### src/rtl/uart_fifo_ctrl.sv
// UART host controller: bus registers, RX/TX byte FIFOs and a TX launcher FSM.
// Define UART_FIFO_OVERRUN_EN to add the RX overrun flag (STATUS bit6) and its interrupt.
module uart_fifo_ctrl #(
  parameter int FIFO_DEPTH = 8,
  parameter int ADDR_W     = 2,
  parameter int DATA_W     = 32
) (
  input  logic              clk,
  input  logic              reset,
  input  logic              cs_,
  input  logic              as_,
  input  logic              rw,
  input  logic [ADDR_W-1:0] addr,
  input  logic [DATA_W-1:0] wr_data,
  output logic [DATA_W-1:0] rd_data,
  output logic              rdy_,
  output logic              irq_rx,
  output logic              irq_tx,
  input  logic              rx_busy,
  input  logic              rx_end,
  input  logic [7:0]        rx_data,
  input  logic              tx_busy,
  input  logic              tx_end,
  output logic              tx_start,
  output logic [7:0]        tx_data
);
  localparam int AW = $clog2(FIFO_DEPTH);
  localparam int CW = AW + 1;
  localparam logic [CW-1:0]     DepthC     = CW'(FIFO_DEPTH);
  localparam logic [ADDR_W-1:0] AddrStatus = ADDR_W'(0);
  localparam logic [ADDR_W-1:0] AddrData   = ADDR_W'(1);
  localparam logic [ADDR_W-1:0] AddrCtrl   = ADDR_W'(2);

  typedef enum logic [1:0] {IDLE = 2'd0, SEND = 2'd1, WAIT = 2'd2} txState_e;

  logic [7:0]        rxMem [FIFO_DEPTH];
  logic [7:0]        txMem [FIFO_DEPTH];
  logic [AW-1:0]     rxWrPtr_q, rxWrPtr_d, rxRdPtr_q, rxRdPtr_d;
  logic [AW-1:0]     txWrPtr_q, txWrPtr_d, txRdPtr_q, txRdPtr_d;
  logic [CW-1:0]     rxCount_q, rxCount_d, txCount_q, txCount_d;
  logic              rxPend_q, rxPend_d, txPend_q, txPend_d;
  logic              rxIe_q, rxIe_d, txIe_q, txIe_d;
  logic [DATA_W-1:0] rdData_q, rdData_d;
  logic              rdy_q, irqRx_q, irqRx_d, irqTx_q;
  txState_e          txState_q;
  logic              txStart_q;
  logic [7:0]        txData_q;

  logic              access, rdAcc, wrAcc, selStatus, selData, selCtrl, w1cWrite;
  logic              rxEmpty, rxFull, txEmpty, txFull;
  logic              rxPop, rxPush, txPush, txPop, rxFlush, txFlush, txDone;
  logic [DATA_W-1:0] statusWord;
  logic              unusedWrBits;

  assign access    = !cs_ && !as_;
  assign rdAcc     = access && rw;
  assign wrAcc     = access && !rw;
  assign selStatus = addr == AddrStatus;
  assign selData   = addr == AddrData;
  assign selCtrl   = addr == AddrCtrl;
  assign w1cWrite  = wrAcc && selStatus;

  assign rxEmpty = rxCount_q == '0;
  assign rxFull  = rxCount_q == DepthC;
  assign txEmpty = txCount_q == '0;
  assign txFull  = txCount_q == DepthC;

  // A pop in the same cycle frees a slot, so a full RX FIFO still accepts the byte.
  assign rxFlush = wrAcc && selCtrl && wr_data[2];
  assign txFlush = wrAcc && selCtrl && wr_data[3];
  assign rxPop   = rdAcc && selData && !rxEmpty;
  assign rxPush  = rx_end && (!rxFull || rxPop) && !rxFlush;
  assign txPush  = wrAcc && selData && !txFull;
  assign txPop   = (txState_q == SEND) && !txEmpty;
  assign txDone  = tx_end && (txState_q == WAIT) && txEmpty;

  assign unusedWrBits = ^wr_data[DATA_W-1:8];

`ifdef UART_FIFO_OVERRUN_EN
  logic overrun_q, overrun_d, rxDrop;
  assign rxDrop    = rx_end && rxFull && !rxPop;
  assign overrun_d = rxDrop | (overrun_q & !(w1cWrite & wr_data[6]));
  assign irqRx_d   = (rxPend_q & rxIe_q) | overrun_q;

  always_ff @(posedge clk) begin
    if (reset) overrun_q <= 1'b0;
    else       overrun_q <= overrun_d;
  end
`else
  assign irqRx_d = rxPend_q & rxIe_q;
`endif

  always_comb begin
    statusWord        = '0;
    statusWord[0]     = rxPend_q;
    statusWord[1]     = txPend_q;
    statusWord[2]     = rx_busy;
    statusWord[3]     = tx_busy;
    statusWord[4]     = rxEmpty;
    statusWord[5]     = txFull;
`ifdef UART_FIFO_OVERRUN_EN
    statusWord[6]     = overrun_q;
`endif
    statusWord[15:8]  = 8'(rxCount_q);
    statusWord[23:16] = 8'(txCount_q);
  end

  always_comb begin
    rdData_d = '0;
    if (rdAcc) begin
      if (selStatus)               rdData_d = statusWord;
      else if (selData && !rxEmpty) rdData_d = DATA_W'(rxMem[rxRdPtr_q]);
      else if (selCtrl)            rdData_d = DATA_W'({txIe_q, rxIe_q});
    end
  end

  // Flushes win over any push or pop landing in the same cycle.
  always_comb begin
    rxWrPtr_d = rxWrPtr_q;
    rxRdPtr_d = rxRdPtr_q;
    txWrPtr_d = txWrPtr_q;
    txRdPtr_d = txRdPtr_q;
    if (rxPush) rxWrPtr_d = rxWrPtr_q + AW'(1);
    if (rxPop)  rxRdPtr_d = rxRdPtr_q + AW'(1);
    if (txPush) txWrPtr_d = txWrPtr_q + AW'(1);
    if (txPop)  txRdPtr_d = txRdPtr_q + AW'(1);
    rxCount_d = rxCount_q + CW'(rxPush) - CW'(rxPop);
    txCount_d = txCount_q + CW'(txPush) - CW'(txPop);
    if (rxFlush) begin
      rxWrPtr_d = '0;
      rxRdPtr_d = '0;
      rxCount_d = '0;
    end
    if (txFlush) begin
      txWrPtr_d = '0;
      txRdPtr_d = '0;
      txCount_d = '0;
    end
  end

  always_comb begin
    rxPend_d = rxPush | (rxPend_q & !(w1cWrite & wr_data[0]));
    txPend_d = txDone | (txPend_q & !(w1cWrite & wr_data[1]));
    rxIe_d   = rxIe_q;
    txIe_d   = txIe_q;
    if (wrAcc && selCtrl) begin
      rxIe_d = wr_data[0];
      txIe_d = wr_data[1];
    end
  end

  always_ff @(posedge clk) begin
    if (reset) begin
      rxWrPtr_q <= '0;
      rxRdPtr_q <= '0;
      txWrPtr_q <= '0;
      txRdPtr_q <= '0;
      rxCount_q <= '0;
      txCount_q <= '0;
      rxPend_q  <= 1'b0;
      txPend_q  <= 1'b0;
      rxIe_q    <= 1'b0;
      txIe_q    <= 1'b0;
      rdData_q  <= '0;
      rdy_q     <= 1'b1;
      irqRx_q   <= 1'b0;
      irqTx_q   <= 1'b0;
    end else begin
      rxWrPtr_q <= rxWrPtr_d;
      rxRdPtr_q <= rxRdPtr_d;
      txWrPtr_q <= txWrPtr_d;
      txRdPtr_q <= txRdPtr_d;
      rxCount_q <= rxCount_d;
      txCount_q <= txCount_d;
      rxPend_q  <= rxPend_d;
      txPend_q  <= txPend_d;
      rxIe_q    <= rxIe_d;
      txIe_q    <= txIe_d;
      rdData_q  <= rdData_d;
      rdy_q     <= !access;
      irqRx_q   <= irqRx_d;
      irqTx_q   <= txPend_q & txIe_q;
    end
  end

  always_ff @(posedge clk) begin
    if (rxPush) rxMem[rxWrPtr_q] <= rx_data;
    if (txPush) txMem[txWrPtr_q] <= wr_data[7:0];
  end

  // The head byte is latched on entry to SEND; the FIFO pop happens during SEND.
  always_ff @(posedge clk) begin
    if (reset) begin
      txState_q <= IDLE;
      txStart_q <= 1'b0;
      txData_q  <= '0;
    end else begin
      txStart_q <= 1'b0;
      txData_q  <= '0;
      case (txState_q)
        IDLE: begin
          if (!txEmpty && !tx_busy && !txFlush) begin
            txState_q <= SEND;
            txStart_q <= 1'b1;
            txData_q  <= txMem[txRdPtr_q];
          end
        end
        SEND:    txState_q <= WAIT;
        WAIT:    if (tx_end) txState_q <= IDLE;
        default: txState_q <= IDLE;
      endcase
    end
  end

  assign rd_data  = rdData_q;
  assign rdy_     = rdy_q;
  assign irq_rx   = irqRx_q;
  assign irq_tx   = irqTx_q;
  assign tx_start = txStart_q;
  assign tx_data  = txData_q;

endmodule

### config.mk
export PLATFORM = sky130hd
export DESIGN_NAME = uart_fifo_ctrl
export DESIGN_NICKNAME = d
export VERILOG_FILES = /design/src/rtl/uart_fifo_ctrl.sv
export SDC_FILE = /design/constraint.sdc
export NUM_CORES = 1
export LEC_CHECK = 0
export CAP_MARGIN = 5
export CORE_UTILIZATION = 25
export CTS_CLUSTER_SIZE = 24
export DETAILED_ROUTE_END_ITERATION = 10
export GPL_TIMING_DRIVEN = 1
export SLEW_MARGIN = 20
export SYNTH_ARGS = -nofsm -noshare
export SYNTH_HDL_FRONTEND = slang
export SYNTH_SLANG_ARGS = --single-unit
### constraint.sdc
create_clock -name clk -period 3.1 [get_ports clk]
set_input_delay 0.62 -clock clk [delete_from_list [all_inputs] [get_ports clk]]
set_output_delay 0.62 -clock clk [all_outputs]
set_load 0.01 [all_outputs]
==> impl_metrics.yaml <==
sta:
  final.period_utilization: 0.892
  timing_worst_slew_pin_value_ns: 0.813
  max_freq_mhz: 362
  rsz0062_at_grt: "false"
  finalHoldViolations: 0
  post-route-min-period_ns: 2.76
  slew-limit-headroom: 0.457
  hold-worst-slack_ns: 0.462
  timing.setup.tns_ns: 0
  finClkSkew_ns: 0.0110
  final_max_slew_viol_count: 0
  final_count_of_negative_setup_slack_endpoints: 0
  worst_slack_ns: 0.336
route:
  via_per_inst: 4.13
  detail_route.drc_violations: 0
  detail_route.first_pass.iterations: 4
  num_vias: 3939
  wire_per_inst_um: 15.1
  ant_nets: 0
  drt_iter0_markers: 195
  routed_wl_um: 14400
logic_synthesis:
  synth-edff-count: 128
  ys_async_sr_fraction: 0
  ys_seq_elements: 185
  synth_sequential_area_ratio: 0.682
  synth_xor_area_frac: 0.00958
  synth_compound_gate_area_share: 0.0337
  postSynth.topFlopCell: "sky130_fd_sc_hd__edfxtp_1"
  share_of_synthesized_cell_area_in_full_adder_half_adder_and_majority_cells: 0.0329
  ys_top_cells_by_area: "sky130_fd_sc_hd__edfxtp_1, sky130_fd_sc_hd__dfxtp_1, sky130_fd_sc_hd__mux4_2"
  dominant_combinational_cell_family_by_area_after_synthesis: "multiplexers"
  synth_cells: 463
  synth_area_leader_cell: "sky130_fd_sc_hd__edfxtp_1"
  synth-simple-area-share: 0.0794
  ys.warnings.count: 0
  ys_types: 47
  synthMuxAreaShare: 0.124
  synth_top_cell_area_share: 0.526
  synth_area_per_cell_sq_um: 15.8
  synth_area_sq_um: 7310
die:
  fp.dieH_um: 173
  initial_utilization: 0.255
  io_pins: 95
  core_region_area_sq_um: 28700
  rows: 62
  overall_die_area_sq_um: 29900
  die_w_um: 173
critical_path:
  cp-startpoint: "rw"
  crit_path_start_kind: "primary input"
  worst_path_arrival_ns: 3.08
  worstPathRequired_ns: 3.41
  critical_path.endpoint_type: "flop"
  r2r-start: "rxCount_q[2]"
  worstPathMaxFanout: 3
  timing_worst_setup_path_type: "primary input to flop"
cts:
  cts_tree: "done"
  clk_root_buffer_cell: "sky130_fd_sc_hd__clkbuf_16"
  clkSinkCount: 185
  cts_inserted_buffers: 17
  post-cts-setup-buffers: 0
  cts.path.max_buffers: 2
  worst_skew_pair.late_latency_ns: 0.43
  cts_hold_repair.buffers: 0
  post_cts_resized: 0
  clock_transition_at_the_registers_of_the_reported_paths_ns: 0.07
  h-tree-depth: 4
global_routing:
  groute.layer.met2.usage: 0.177
  grt_overflow_total: 0
  grt_antenna_before_repair: 0
  via_count_of_the_first_global_routing_pass: 4048
  globalRoute.busiestLayer: "met2"
  grt.met3_usage: 0.0255
  grt_pass1_wl_um: 22900
  grt_use_total: 0.103
  gr-usage-met1: 0.123
  grt_start_max_net_pins: 19
placed_design:
  buffer_ports.inserted: 54
  detailed_place.area_sq_um: 8510
  post-place-cells: 922
  place_hpwl_um: 9960
  post-place-ws_ns: -0.103
  place.gp.congestion: 0.701
cells_and_area:
  layout.nets: 626
  share_of_cells_above_drive_strength_1: 0.195
  final_cell_area_sq_um: 9100
  final_core_util: 0.317
  stdcell_count: 954
  antenna-diode-count: 0
  layout_area_growth_over_synthesis_pct: 24.4
outcome:
  run_status: "completed"
power:
  total_power_mw: 5.29
  p_leak_nw: 3.03
  cellPowerDensity_nw_per_um2: 582
  ir_drop_mv: 0.338
flow_run:
  drv_cap: 0
min_path:
  holdCritPathClass: "flop to flop"
  launch_instance_of_the_worst_min_delay_path: "rxCount_q[2]"
-- Yosys cell counts, types with 7 or more instances --
cell type / instances
sky130_fd_sc_hd__edfxtp_1: 128
sky130_fd_sc_hd__dfxtp_1: 57
sky130_fd_sc_hd__nor2_1: 34
sky130_fd_sc_hd__mux4_2: 30
sky130_fd_sc_hd__inv_1: 23
sky130_fd_sc_hd__mux2i_1: 23
sky130_fd_sc_hd__buf_4: 16
sky130_fd_sc_hd__ha_1: 16
sky130_fd_sc_hd__nand2_1: 16
sky130_fd_sc_hd__a21oi_1: 14
sky130_fd_sc_hd__buf_2: 11
sky130_fd_sc_hd__and2_1: 9
sky130_fd_sc_hd__nor3_1: 9
sky130_fd_sc_hd__nand2b_1: 7
-- cells by family after synthesis --
group	Yosys count
XOR/XNOR	8
other	1
flip-flops	185
AND/OR/NAND/NOR	109
buffers and inverters	55
multiplexers	53
adder cells (fa/ha/maj)	18
AO/OA/AOI/OAI	34
-- final timing paths --
path | end | slack (ns) | depth (start not counted)
hold reg to reg | rd_data[10] | 0.46 | 1
setup / recovery | rxCount_q[2] | 0.34 | 11
setup reg to reg | rxCount_q[2] | 0.68 | 11
hold / removal | rd_data[10] | 0.46 | 1
-- worst max-delay path: stages --
cell and delay, ns:
sky130_fd_sc_hd__clkdlybuf4s50_1 0.49, sky130_fd_sc_hd__or3b_4 0.42, sky130_fd_sc_hd__o311ai_4 0.33, sky130_fd_sc_hd__nand2_4 0.07, sky130_fd_sc_hd__ha_1 0.30, sky130_fd_sc_hd__inv_1 0.06, sky130_fd_sc_hd__ha_1 0.17, sky130_fd_sc_hd__inv_1 0.06
sky130_fd_sc_hd__fa_1 0.37, sky130_fd_sc_hd__xor2_1 0.14, sky130_fd_sc_hd__nor2_1 0.05
-- power by group --
part	leakage, nW	internal [mW]	total (mW)	switching, mW
clock network	0.284	1.15	2.14	0.993
registers	1.62	2.70	2.74	0.0337
logic	1.13	0.187	0.414	0.227
-- per-layer routing --
layer	routed length, um	vias to the layer above
li1	-	1880
met1	6320	1965
met2	7340	80
met3	517	14
met4	254	0
met5	0	-
-- flip-flops by register name, summed over array words and instances, names as in the netlist, 2 cells and up, named ones only --
| register | flops |
|---|---|
| rxRdPtr_q | 3 |
| rxMem | 64 |
| rxCount_q | 4 |
| rd_data | 16 |
| txCount_q | 4 |
| txWrPtr_q | 3 |
| txRdPtr_q | 3 |
| rxWrPtr_q | 3 |
| txState_q | 2 |
| txMem | 64 |
| tx_data | 8 |
-- final cells by class --
type	count	area, sq um
Clock buffer	19	433
Timing Repair Buffer	92	851
Fill cell	2850	19600
Sequential cell	185	4980
Tap cell	384	480
Multi-Input combinational cell	238	2110
Inverter	23	86.3
Clock inverter	13	151
-- layout by cell type (no fill, tap or decap), types with 4 or more instances in the layout --
cell / netlist / final
sky130_fd_sc_hd__mux2i_1: 23 / 23
sky130_fd_sc_hd__nand2_1: 16 / 16
sky130_fd_sc_hd__inv_8: 0 / 4
sky130_fd_sc_hd__ha_1: 16 / 16
sky130_fd_sc_hd__nor3b_1: 5 / 5
sky130_fd_sc_hd__clkbuf_16: 0 / 17
sky130_fd_sc_hd__nor4_1: 5 / 4
sky130_fd_sc_hd__dfxtp_1: 57 / 57
sky130_fd_sc_hd__clkdlybuf4s50_1: 0 / 54
sky130_fd_sc_hd__inv_1: 23 / 23
sky130_fd_sc_hd__mux4_2: 30 / 30
sky130_fd_sc_hd__xnor2_1: 6 / 6
sky130_fd_sc_hd__conb_1: 1 / 16
sky130_fd_sc_hd__a21oi_1: 14 / 14
sky130_fd_sc_hd__edfxtp_1: 128 / 128
sky130_fd_sc_hd__o21ai_0: 6 / 6
sky130_fd_sc_hd__nand2b_1: 7 / 7
sky130_fd_sc_hd__nor2_1: 34 / 34
sky130_fd_sc_hd__nand3_1: 6 / 6
sky130_fd_sc_hd__and2_1: 9 / 9
sky130_fd_sc_hd__and3_1: 6 / 6
sky130_fd_sc_hd__nor3_1: 9 / 9
sky130_fd_sc_hd__buf_4: 16 / 36
sky130_fd_sc_hd__inv_6: 0 / 4
Power figures use the tool's default switching activity.
==> RTL change: new RTL, same flow settings <==
Re-encode `txState_e` (3 states) as one-hot, 3 bits wide.
--- a/src/rtl/uart_fifo_ctrl.sv
+++ b/src/rtl/uart_fifo_ctrl.sv
@@ -33,3 +33,3 @@
 
-  typedef enum logic [1:0] {IDLE = 2'd0, SEND = 2'd1, WAIT = 2'd2} txState_e;
+  typedef enum logic [2:0] {IDLE = 3'b001, SEND = 3'b010, WAIT = 3'b100} txState_e;
 
Check against the original RTL: no difference found for any inputs over 4 cycles, from zero or initial values and one cycle with reset high; so few cycles prove little.
==> RTL change against the original RTL <==
Synthesized area shrank 0.38%; global-route usage is essentially flat; sequential cell count grew 1; worst setup slack gained 0.054 ns; power grew 3.4%; final area grew 0.21%; sequential share of layout area grew 0.11 points; routed wire length grew 0.94%; critical path type unchanged; largest cell class unchanged; largest power group unchanged.
==> RTL change: results (changes against the original RTL) <==
Status -> complete, no violations (unchanged)
Met2 WL -> 7.29 mm (was 7.34 mm)
Share of post-route cells with drive strength above 1 -> 18.6% (was 19.5%)
Met3 Resource Use GR -> 2.20% (was 2.55%)
Vias in the first global route -> 3,978 (was 4,048)
Post-layout util -> 31.8% (was 31.7%)
Routed vias/inst -> 4.15 (was 4.13)
Final clock-cell share -> 7.14% (was 6.42%)
Placed inst area -> 0.00846 mm2 (was 0.00851 mm2)
Post-layout net count -> 631 (was 626)
Crit Reg-Reg Endpoint -> txCount_q[2] (was rxCount_q[2])
Non-clock buffer share -> 9.06% (was 9.35%)
Rel. slew slack -> 52.5% (was 45.7%)
Synth Area in XOR/XNOR -> 1.08% (was 0.958%)
Crit-path max FO -> 2 (was 3)
Flops & latches, synth -> 186 (was 185)
DP HPWL -> 9.94 mm (was 9.96 mm)
#MultiIn Comb -> 246 (was 238)
Internal power -> 4.21 mW (was 4.04 mW)
Drt initial violations -> 308 (was 195)
Average size of a mapped cell -> 15.6 um2 (was 15.8 um2)
WL per Instance -> 15.2 um (was 15.1 um)
Die area -> 0.0298 mm2 (was 0.0299 mm2)
Hold Path Cell Cnt -> 2 (was 1)
HP Start -> txCount_q[3] (was rxCount_q[2])
Worst reg2reg path depth -> 10 (was 11)
Pre-CTS setup slack -> -0.0643 ns (was -0.103 ns)
TritonRoute pass-1 iters -> 5 (was 4)
Inverters -> 19 (was 23)
Min Clock Period, post-route -> 2.71 ns (was 2.76 ns)
GRT met2 Usage -> 17.6% (was 17.7%)
Met1 WL -> 6.70 mm (was 6.32 mm)
Flop-to-flop setup slack -> 0.61 ns (was 0.68 ns)
# clk buffers -> 17 (was 19)
Seq/Total Area, Yosys -> 68.7% (was 68.2%)
First-pass GRT wire length -> 22.8 mm (was 22.9 mm)
Seq area share -> 54.9% (was 54.8%)
P_leak -> 3.06 nW (was 3.03 nW)
Fill cell count -> 2,830 (was 2,850)
Compound-Gate Fraction of Synth Area -> 3.04% (was 3.37%)
GR Layer Usage met1 -> 12.8% (was 12.3%)
Clk Latency, worst-skew pair -> 0.44 ns
Metal3 WL -> 425 um (was 517 um)
Largest net degree at the start of global routing -> 20 (was 19)
Reg2reg start -> txCount_q[2] (was rxCount_q[2])
Yosys cell types -> 45 (was 47)
Top cells by area, synth -> edfxtp_1 53%, dfxtp_1 16%, mux4_2 9.3%, mux2i_1 3.2%, ha_1 2.7% (was edfxtp_1 53%, dfxtp_1 16%, mux4_2 9.2%, mux2i_1 3.1%, ha_1 2.7%)
Most instantiated cells after synthesis -> 128 x edfxtp_1, 58 x dfxtp_1, 39 x nor2_1 (was 128 x edfxtp_1, 57 x dfxtp_1, 34 x nor2_1)
Largest stage delay on the critical path -> 0.47 ns (was 0.49 ns)
Crit path DAT -> 3.04 ns (was 3.08 ns)
Peak supply drop -> 0.000316 V (was 0.000338 V)
Mux cell area share after synthesis -> 12.4% (about the same)
## RTL change: cell types whose count changed after synthesis, sizes merged, moves of 2 or more
cell	unedited run	this run
and2	9	7
nand3	6	9
inv	23	19
nor2	34	39
buf	28	25
o31ai	2	4
nand4	1	3
nor3	11	13
nor3b	5	3
and3	6	2
nand2	17	19
## RTL change: power by group through the flow
| stage | Sequential [mW] | Combinational [mW] | Clock (mW) |
|---|---|---|---|
| 3_5_place_dp | 2.80 | 0.378 | 0 |
| 6_report | 2.75 | 0.373 | 2.35 |
| 3_3_place_gp | 2.80 | 0.373 | 0 |
| 5_1_grt | 2.75 | 0.420 | 2.50 |
| 2_1_floorplan | 2.80 | 0.240 | 0 |
| 4_1_cts | 2.75 | 0.380 | 2.41 |
## RTL change: worst min-delay path by stage
stage,to,slack (ns)
after floorplan,rd_data[11],0.44
after global placement,rd_data[19],0.46
after detailed placement,rxIe_q,0.46
after CTS,rxIe_q,0.48
after global routing,rd_data[19],0.50
final,rd_data[19],0.47
